File: config.mk
export PLATFORM = sky130hd
export DESIGN_NAME = spi_master_seq
export DESIGN_NICKNAME = d
export VERILOG_FILES = /design/src/rtl/spi_pkg.sv /design/src/rtl/spi_halfperiod_cnt.sv /design/src/rtl/spi_master_seq.sv
export SDC_FILE = /design/constraint.sdc
export NUM_CORES = 1
export LEC_CHECK = 0
export CORE_ASPECT_RATIO = 1.1
export CORE_UTILIZATION = 40
export DETAILED_ROUTE_END_ITERATION = 16
export PLACE_DENSITY = 0.63
export SYNTH_ARGS = -nofsm -noshare
export SYNTH_HDL_FRONTEND = slang
export SYNTH_SLANG_ARGS = --single-unit
export TNS_END_PERCENT = 1
File: constraint.sdc
create_clock -name clk -period 5.3 [get_ports clk]
set_clock_uncertainty 0.1 [all_clocks]
set_input_delay 1.59 -clock clk [delete_from_list [all_inputs] [get_ports clk]]
set_output_delay 1.59 -clock clk [all_outputs]
set_load 0.05 [all_outputs]
File: src/rtl/spi_pkg.sv
// -----------------------------------------------------------------------------
// spi_pkg
// Shared definitions for the SPI transfer sequencer:
//   - 3-bit state encoding (S_IDLE .. S_GAP) and the matching enum type
//   - default frame width and SCLK half-period
//   - bit_cnt_width(): width of a counter that must reach DATA_WIDTH itself
// -----------------------------------------------------------------------------
package spi_pkg;

  localparam int SPI_DATA_WIDTH      = 32;
  localparam int SPI_SCLK_HALFPERIOD = 8;

  localparam logic [2:0] S_IDLE  = 3'd0;
  localparam logic [2:0] S_SETUP = 3'd1;
  localparam logic [2:0] S_SHIFT = 3'd2;
  localparam logic [2:0] S_HOLD  = 3'd3;
  localparam logic [2:0] S_GAP   = 3'd4;

  typedef enum logic [2:0] {
    ST_IDLE  = S_IDLE,
    ST_SETUP = S_SETUP,
    ST_SHIFT = S_SHIFT,
    ST_HOLD  = S_HOLD,
    ST_GAP   = S_GAP
  } state_e;

  // One extra bit so the counter can hold the value w, not just w-1.
  function automatic int bit_cnt_width(input int w);
    return $clog2(w) + 1;
  endfunction

endpackage

File: src/rtl/spi_halfperiod_cnt.sv
// -----------------------------------------------------------------------------
// spi_halfperiod_cnt
// Clearable 0..H-1 counter that paces every phase of the SPI frame.
// Ports:
//   clk   in  system clock
//   reset in  asynchronous active-low reset
//   clr   in  synchronous clear (counter forced to 0 next edge)
//   tick  out high in the cycle where the count equals H-1
// -----------------------------------------------------------------------------
module spi_halfperiod_cnt #(
  parameter int H = 8
) (
  input  logic clk,
  input  logic reset,
  input  logic clr,
  output logic tick
);

  localparam int             CW   = (H > 1) ? $clog2(H) : 1;
  localparam logic [CW-1:0]  LAST = CW'(H - 1);

  logic [CW-1:0] cnt_q;
  logic [CW-1:0] cnt_d;

  // Next count: clear wins, otherwise wrap at H-1.
  always_comb begin
    cnt_d = cnt_q;
    if (clr) begin
      cnt_d = '0;
    end else if (cnt_q == LAST) begin
      cnt_d = '0;
    end else begin
      cnt_d = cnt_q + CW'(1);
    end
  end

  // Count register.
  always_ff @(posedge clk or negedge reset) begin
    if (!reset) begin
      cnt_q <= '0;
    end else begin
      cnt_q <= cnt_d;
    end
  end

  assign tick = (cnt_q == LAST);

endmodule

File: src/rtl/spi_master_seq.sv
// -----------------------------------------------------------------------------
// spi_master_seq
// Runs one SPI mode-0 frame per accepted start: asserts cs_n, generates SCLK at
// SCLK_HALFPERIOD clk cycles per half-period, shifts tx_data out MSB first on
// mosi and captures miso, then returns the received word with a done pulse.
// Ports:
//   clk      in   system clock
//   reset    in   asynchronous active-low reset
//   start    in   frame request, only looked at while idle
//   tx_data  in   word to send, latched when start is accepted
//   busy     out  high from accepted start until back in idle
//   done     out  one-cycle pulse at frame completion
//   rx_data  out  received word, updated with done
//   sclk     out  SPI clock (idle low)
//   mosi     out  SPI data out
//   miso     in   SPI data in (already synchronised)
//   cs_n     out  chip select, active low
// -----------------------------------------------------------------------------
module spi_master_seq
  import spi_pkg::*;
#(
  parameter int DATA_WIDTH      = SPI_DATA_WIDTH,
  parameter int SCLK_HALFPERIOD = SPI_SCLK_HALFPERIOD
) (
  input  logic                  clk,
  input  logic                  reset,
  input  logic                  start,
  input  logic [DATA_WIDTH-1:0] tx_data,
  output logic                  busy,
  output logic                  done,
  output logic [DATA_WIDTH-1:0] rx_data,
  output logic                  sclk,
  output logic                  mosi,
  input  logic                  miso,
  output logic                  cs_n
);

  localparam int            BW       = bit_cnt_width(DATA_WIDTH);
  localparam logic [BW-1:0] LAST_BIT = BW'(DATA_WIDTH - 1);

  state_e                state_q;
  logic [DATA_WIDTH-1:0] shift_tx_q;
  logic [DATA_WIDTH-1:0] shift_rx_q;
  logic [DATA_WIDTH-1:0] rx_data_q;
  logic [BW-1:0]         bit_cnt_q;
  logic                  busy_q;
  logic                  done_q;
  logic                  sclk_q;
  logic                  mosi_q;
  logic                  cs_n_q;

  logic hp_tick;
  logic hp_clr;

  // The counter is held at 0 while idle so SETUP starts from a fresh count.
  // Every other state change happens on a tick, where the counter wraps to 0
  // on its own, so each state is entered with a cleared count.
  assign hp_clr = (state_q == ST_IDLE);

  spi_halfperiod_cnt #(
    .H (SCLK_HALFPERIOD)
  ) u_hp_cnt (
    .clk   (clk),
    .reset (reset),
    .clr   (hp_clr),
    .tick  (hp_tick)
  );

  // Frame sequencer: state, shift registers and all registered pin outputs.
  always_ff @(posedge clk or negedge reset) begin
    if (!reset) begin
      state_q    <= ST_IDLE;
      shift_tx_q <= '0;
      shift_rx_q <= '0;
      rx_data_q  <= '0;
      bit_cnt_q  <= '0;
      busy_q     <= 1'b0;
      done_q     <= 1'b0;
      sclk_q     <= 1'b0;
      mosi_q     <= 1'b0;
      cs_n_q     <= 1'b1;
    end else begin
      done_q <= 1'b0;
      case (state_q)
        ST_IDLE: begin
          if (start) begin
            shift_tx_q <= tx_data;
            shift_rx_q <= '0;
            bit_cnt_q  <= '0;
            cs_n_q     <= 1'b0;
            busy_q     <= 1'b1;
            mosi_q     <= tx_data[DATA_WIDTH-1];
            state_q    <= ST_SETUP;
          end
        end
        ST_SETUP: begin
          if (hp_tick) begin
            sclk_q  <= 1'b1;
            state_q <= ST_SHIFT;
          end
        end
        ST_SHIFT: begin
          if (hp_tick) begin
            if (!sclk_q) begin
              sclk_q <= 1'b1;
            end else begin
              // Falling edge: capture miso and present the next mosi bit.
              sclk_q     <= 1'b0;
              shift_rx_q <= {shift_rx_q[DATA_WIDTH-2:0], miso};
              shift_tx_q <= shift_tx_q << 1;
              mosi_q     <= shift_tx_q[DATA_WIDTH-2];
              bit_cnt_q  <= bit_cnt_q + BW'(1);
              if (bit_cnt_q == LAST_BIT) begin
                state_q <= ST_HOLD;
              end
            end
          end
        end
        ST_HOLD: begin
          if (hp_tick) begin
            cs_n_q    <= 1'b1;
            done_q    <= 1'b1;
            rx_data_q <= shift_rx_q;
            state_q   <= ST_GAP;
          end
        end
        ST_GAP: begin
          if (hp_tick) begin
            busy_q  <= 1'b0;
            state_q <= ST_IDLE;
          end
        end
        default: begin
          state_q <= ST_IDLE;
          busy_q  <= 1'b0;
          sclk_q  <= 1'b0;
          cs_n_q  <= 1'b1;
        end
      endcase
    end
  end

  assign busy    = busy_q;
  assign done    = done_q;
  assign rx_data = rx_data_q;
  assign sclk    = sclk_q;
  assign mosi    = mosi_q;
  assign cs_n    = cs_n_q;

endmodule

* Yosys cells after proc, flatten, opt, wreduce, memory -nomap -nowiden *
Index checks and enable logic that the tools add are counted.

cells by class
  add/subtract/negate cells = 2
  multiply operators = 0
  div/mod/pow operators = 0
  $lt $le $gt $ge = 0
  eq/ne operators = 13
  shift operators = 0
  muxes and demuxes = 37
  bitwise operators = 3
  reduce and logical (&&, ||, !) cells = 11

operators by type and width
  cell                                                             count
  32-bit two-way mux                                               3
  31-bit two-way mux                                               3
  32-bit case mux with 2 select lines                              1
  31-bit case mux with 2 select lines                              1
  3-bit two-way mux                                                9
  6-bit two-way mux                                                3
  3-bit case mux with 5 select lines                               1
  2-bit != test, second input constant                             7
  6-bit case mux with 2 select lines                               1
  1-bit two-way mux                                                11
  1-bit case mux with 3 select lines                               3
  3-bit AND reduction                                              3
  3-bit OR reduction                                               3
  7-bit AND reduction                                              1
  6-bit by 1-bit adder with 6-bit output, second input constant    1
  3-bit by 2-bit == test with 1-bit output, second input constant  2
  3-bit == test, second input constant                             2
  6-bit by 5-bit == test with 1-bit output, second input constant  1
  4-bit AND reduction                                              1
  3-bit by 1-bit adder with 3-bit output, second input constant    1
  3-bit by 1-bit == test with 1-bit output, second input constant  1
  3-bit zero test                                                  1
  1-bit NOT                                                        3
  1-bit case mux with 2 select lines                               1
  2 further kinds                                                  2

word-level totals
  register bits after elaboration = 112
  bits in latches = 0
  RAM bits = 0
  bits in read-only memories = 0
  output and inout port bits = 37
  logic and storage cells = 77
  memories = 0

* Longest topological paths before layout *
  depth in word-level cells = 5
  mapped depth = 9
  gate-level depth less buffers = 6

* Hierarchy *
From an unflattened synthesis, not the netlist that was laid out.

unflattened totals
  cells, all modules = 422
  area total of the unflattened synthesis = 4673.2 um^2

modules (own cells, without submodules)
  module              instances  cells an instance  area each (um^2)
  spi_master_seq      1          414                4550.6
  spi_halfperiod_cnt  1          8                  122.6

* Worst setup path after synthesis *
Ideal clock, no wire load.

  kind = input -> register
  start = input port start
  end = register bit_cnt_q[4]
  library setup time = 0.087 ns
  arrival time = 2.499 ns
  data required time = 5.113 ns
  slack = 2.614 ns
  cell stages on the path = 4
  cells stage by stage = nor2b_1 > and2_1 > or4b_1 > o211ai_1

on the way
  word-level cells in the longest chain between the ends = 2

RTL lines
  element                               line                   text
  start, declared                       spi_master_seq.sv:27   input logic start,
  2-bit != test (no source line)        n/a
  4-bit AND reduction (no source line)  n/a
  end signal, assigned                  spi_master_seq.sv:112  bit_cnt_q <= bit_cnt_q + BW'(1);
  end, declared                         spi_master_seq.sv:45   logic [BW-1:0] bit_cnt_q;

Every way passes these cells.
A chain may end at the register's enable or synchronous reset.

* Worst setup path in the final report *
  start = register cs_n_q, in the netlist cs_n
  end = output port cs_n

RTL lines
  element                 line                   text
  start, declared         spi_master_seq.sv:50   logic cs_n_q;
  start signal, assigned  spi_master_seq.sv:81   cs_n_q <= 1'b1;
  start signal, assigned  spi_master_seq.sv:90   cs_n_q <= 1'b0;
  start signal, assigned  spi_master_seq.sv:121  cs_n_q <= 1'b1;
  end, declared           spi_master_seq.sv:35   output logic cs_n

No word-level cell between the ends.

==> run metrics <==
GRT Overall Usage 0.148; Worst setup SP type register; RSZ-0062 raised after global routing no; Sequential Power Share 0.472; layout cells sized above 1 0.128; outcome complete, no violations; Crit. End Element primary output; Rows 41; top-count cell post-synth dfrtp_1; Final Hold Vio Count 0; largest family of logic cells by synthesized area multiplexers; Synth-to-Final Area Change 22.2%; CTS sink cnt 112; Max Slew Vio Count 0; CP max stage cell clkdlybuf4s50_1; HPWL after detailed placement 5740 um; H-Tree Depth 3; min Tclk post-route 3.37 ns; nets 527; CP Class reg2out; multiplexer share of the synthesized area 0.160; Setup violations, final 0; simple-gate share of the synthesized area 0.110; I/O Buffers 72; Hold Path Class reg2reg; Pre-Repair DR Iteration Count 4; post-synthesis sequential area ratio 0.574; die span in y 118 um; DRC Markers 0; Chip Width 107 um; Post-synth EDFFs 0; internal cell power 1660 uW; Post-Synth Adder-Cell Area 0.00769; Net Count, Synth 469; Compound-Gate Fraction of Synth Area 0.0994; drt wl/cell 13.7 um; Max Root-Sink Buffers 2; antenna violations before repair 0; hold path depth 1; antenna-violating nets left 0; area of the multi-input gates 1870 um^2; setup TNS 0 ns; Vias 3,193; global route overflow 0; Seq. cell area 2800 um^2; CP Depth 1; Syn Area/Cell 11.4 um^2; Initial DRC Count 141; Worst Path Max Fanout 3; first-pass GRT wire length 15,000 um; Num CTS Buffers 9; top cell type's share of synthesized area 0.569; Die Area 12,700 um^2; max_slew headroom 0.409; CP required 3.61 ns; Hold Slack 0.341 ns; Antenna Cells 0; Synth Area in XOR/XNOR 0.00359; Switch Pwr 715 uW; post-cts resize count 0; asr flop ratio synth 1.00; vias per cell 4.97; Top delay family on crit path buffers and inverters; IO Pins 73; Synth Instances 430; crit path DAT 1.68 ns; static leakage 0.00267 uW; synth cell count leaders 111 x dfrtp_1, 102 x nand2_1, 61 x o21ai_0; Clock Power Share 0.310; Critical Path Max Stage Delay 0.80 ns; synth top area cells dfrtp_1 57%, mux2_4 8.9%, nand2_1 7.8%; Yosys Warn Count 0; Synth Flop Type dfrtp_1; fmax 297 MHz; number of cells on the worst reg-to-reg path 6; Synth area leader dfrtp_1; Net Sw Frac 0.301; cell area power density 398 nW/um^2; pin count of the biggest net entering global routing 86; GPL Wtd Cong 0.824; Initial Util 0.417; period utilization 0.636; vias in the first global route 3,111; Fill cells 1,072; cell-by-cell trace of the critical path clkdlybuf4s50_1; Worst IR Drop VDD 0.163 mV; Post-Syn Area 4880 um^2; CTS tree yes; clock root buffer master clkbuf_16; Yosys reg bits 112; crit path buf inv count 1; DRT Wirelength 8780 um; Total Power 2380 uW; max cap viols 0; clk_lat worst skew 0.34 ns; core footprint 11,700 um^2; Worst Max-Slew Pin Slew 0.887 ns; Distinct cells, synth 43; Post-CTS Setup Bufs 0; CTS Hold Bufs 0; Worst-path clk slew 0.07 ns; Comb pwr share 0.217
-- cell families (layout without fill, tap and decap cells) --
| logic type | after synthesis | after routing |
|---|---|---|
| AO/OA/AOI/OAI | 88 | 88 |
| AND/OR/NAND/NOR | 128 | 128 |
| buffers and inverters | 34 | 96 |
| XOR/XNOR | 2 | 2 |
| multiplexers | 63 | 63 |
| adder cells (fa/ha/maj) | 3 | 3 |
| flip-flops | 112 | 112 |
-- path summary, 6_finish.rpt --
path / to / from / slack (ns)
worst max-delay path: cs_n / cs_n$_DFFE_PN1P_ / 1.93
min in group asynchronous: rx_data[6]$_DFFE_PN0P_ / reset / 1.26
worst max register to register: shift_rx_q[20]$_DFFE_PN0P_ / u_hp_cnt.cnt_q[0]$_DFF_PN0_ / 2.71
max in group asynchronous: shift_tx_q[16]$_DFFE_PN0P_ / reset / 3.00
worst min-delay path: u_hp_cnt.cnt_q[0]$_DFF_PN0_ / u_hp_cnt.cnt_q[0]$_DFF_PN0_ / 0.34
worst min register to register: u_hp_cnt.cnt_q[0]$_DFF_PN0_ / u_hp_cnt.cnt_q[0]$_DFF_PN0_ / 0.34
-- sequential cells by signal, indices dropped and copies added, names as in the netlist --
name            flops
rx_data            32
shift_rx_q         32
shift_tx_q         31
bit_cnt_q           6
state_q             3
u_hp_cnt.cnt_q      3
busy                1
cs_n                1
done                1
mosi                1
sclk                1
-- stage by stage --
step / cells / util / cell area, um^2 / setup slack [ns]
after floorplan: 430 / - / 4880 / 2.61
after global placement: 627 / 0.482 / 5640 / 1.62
after detailed placement: 627 / 0.482 / 5640 / 1.57
after CTS: 642 / 0.510 / 5970 / 1.91
after global routing: 642 / 0.510 / 5970 / 1.77
final: 642 / 0.510 / 5970 / 1.93
-- power by group through the flow --
stage               clock network (uW)  logic [uW]  registers, uW
floorplan                            0         376           1150
global placement                     0         509           1130
detailed placement                   0         525           1140
CTS                                759         525           1120
global route                       788         582           1140
finish                             737         516           1120
-- layer usage --
metal	vias to the layer above	global-route usage	routed length, um
met3	13	0.0360	393
met2	64	0.225	4030
met1	1543	0.200	4220
li1	1573	-	-
met5	-	0	0
met4	0	0.0676	135
-- area by class of cell --
type	instances	share of cell area
clock buffers	11	0.0423
multi-input cells	284	0.313
repair buffers	76	0.127
well taps	150	0.0314
clock inverters	4	0.0128
inverters	5	0.00314
flip-flops and latches	112	0.470
-- layout by cell type, fill, tap and decap left out, types with 2 or more instances in the layout --
master,n
xor2_1,2
o21ai_1,7
nor3_1,3
ha_1,3
buf_4,4
o21ai_0,61
dfrtp_1,111
o211ai_1,3
clkbuf_16,9
nor2b_1,4
clkdlybuf4s50_1,71
inv_1,4
nor2_1,6
and3_1,2
mux2_4,29
mux2_2,3
a21oi_1,6
mux2i_1,31
clkbuf_8,2
nand4_1,2
nand2_1,102
o31a_2,2
bufinv_16,2
Power figures use the tool's default switching activity.
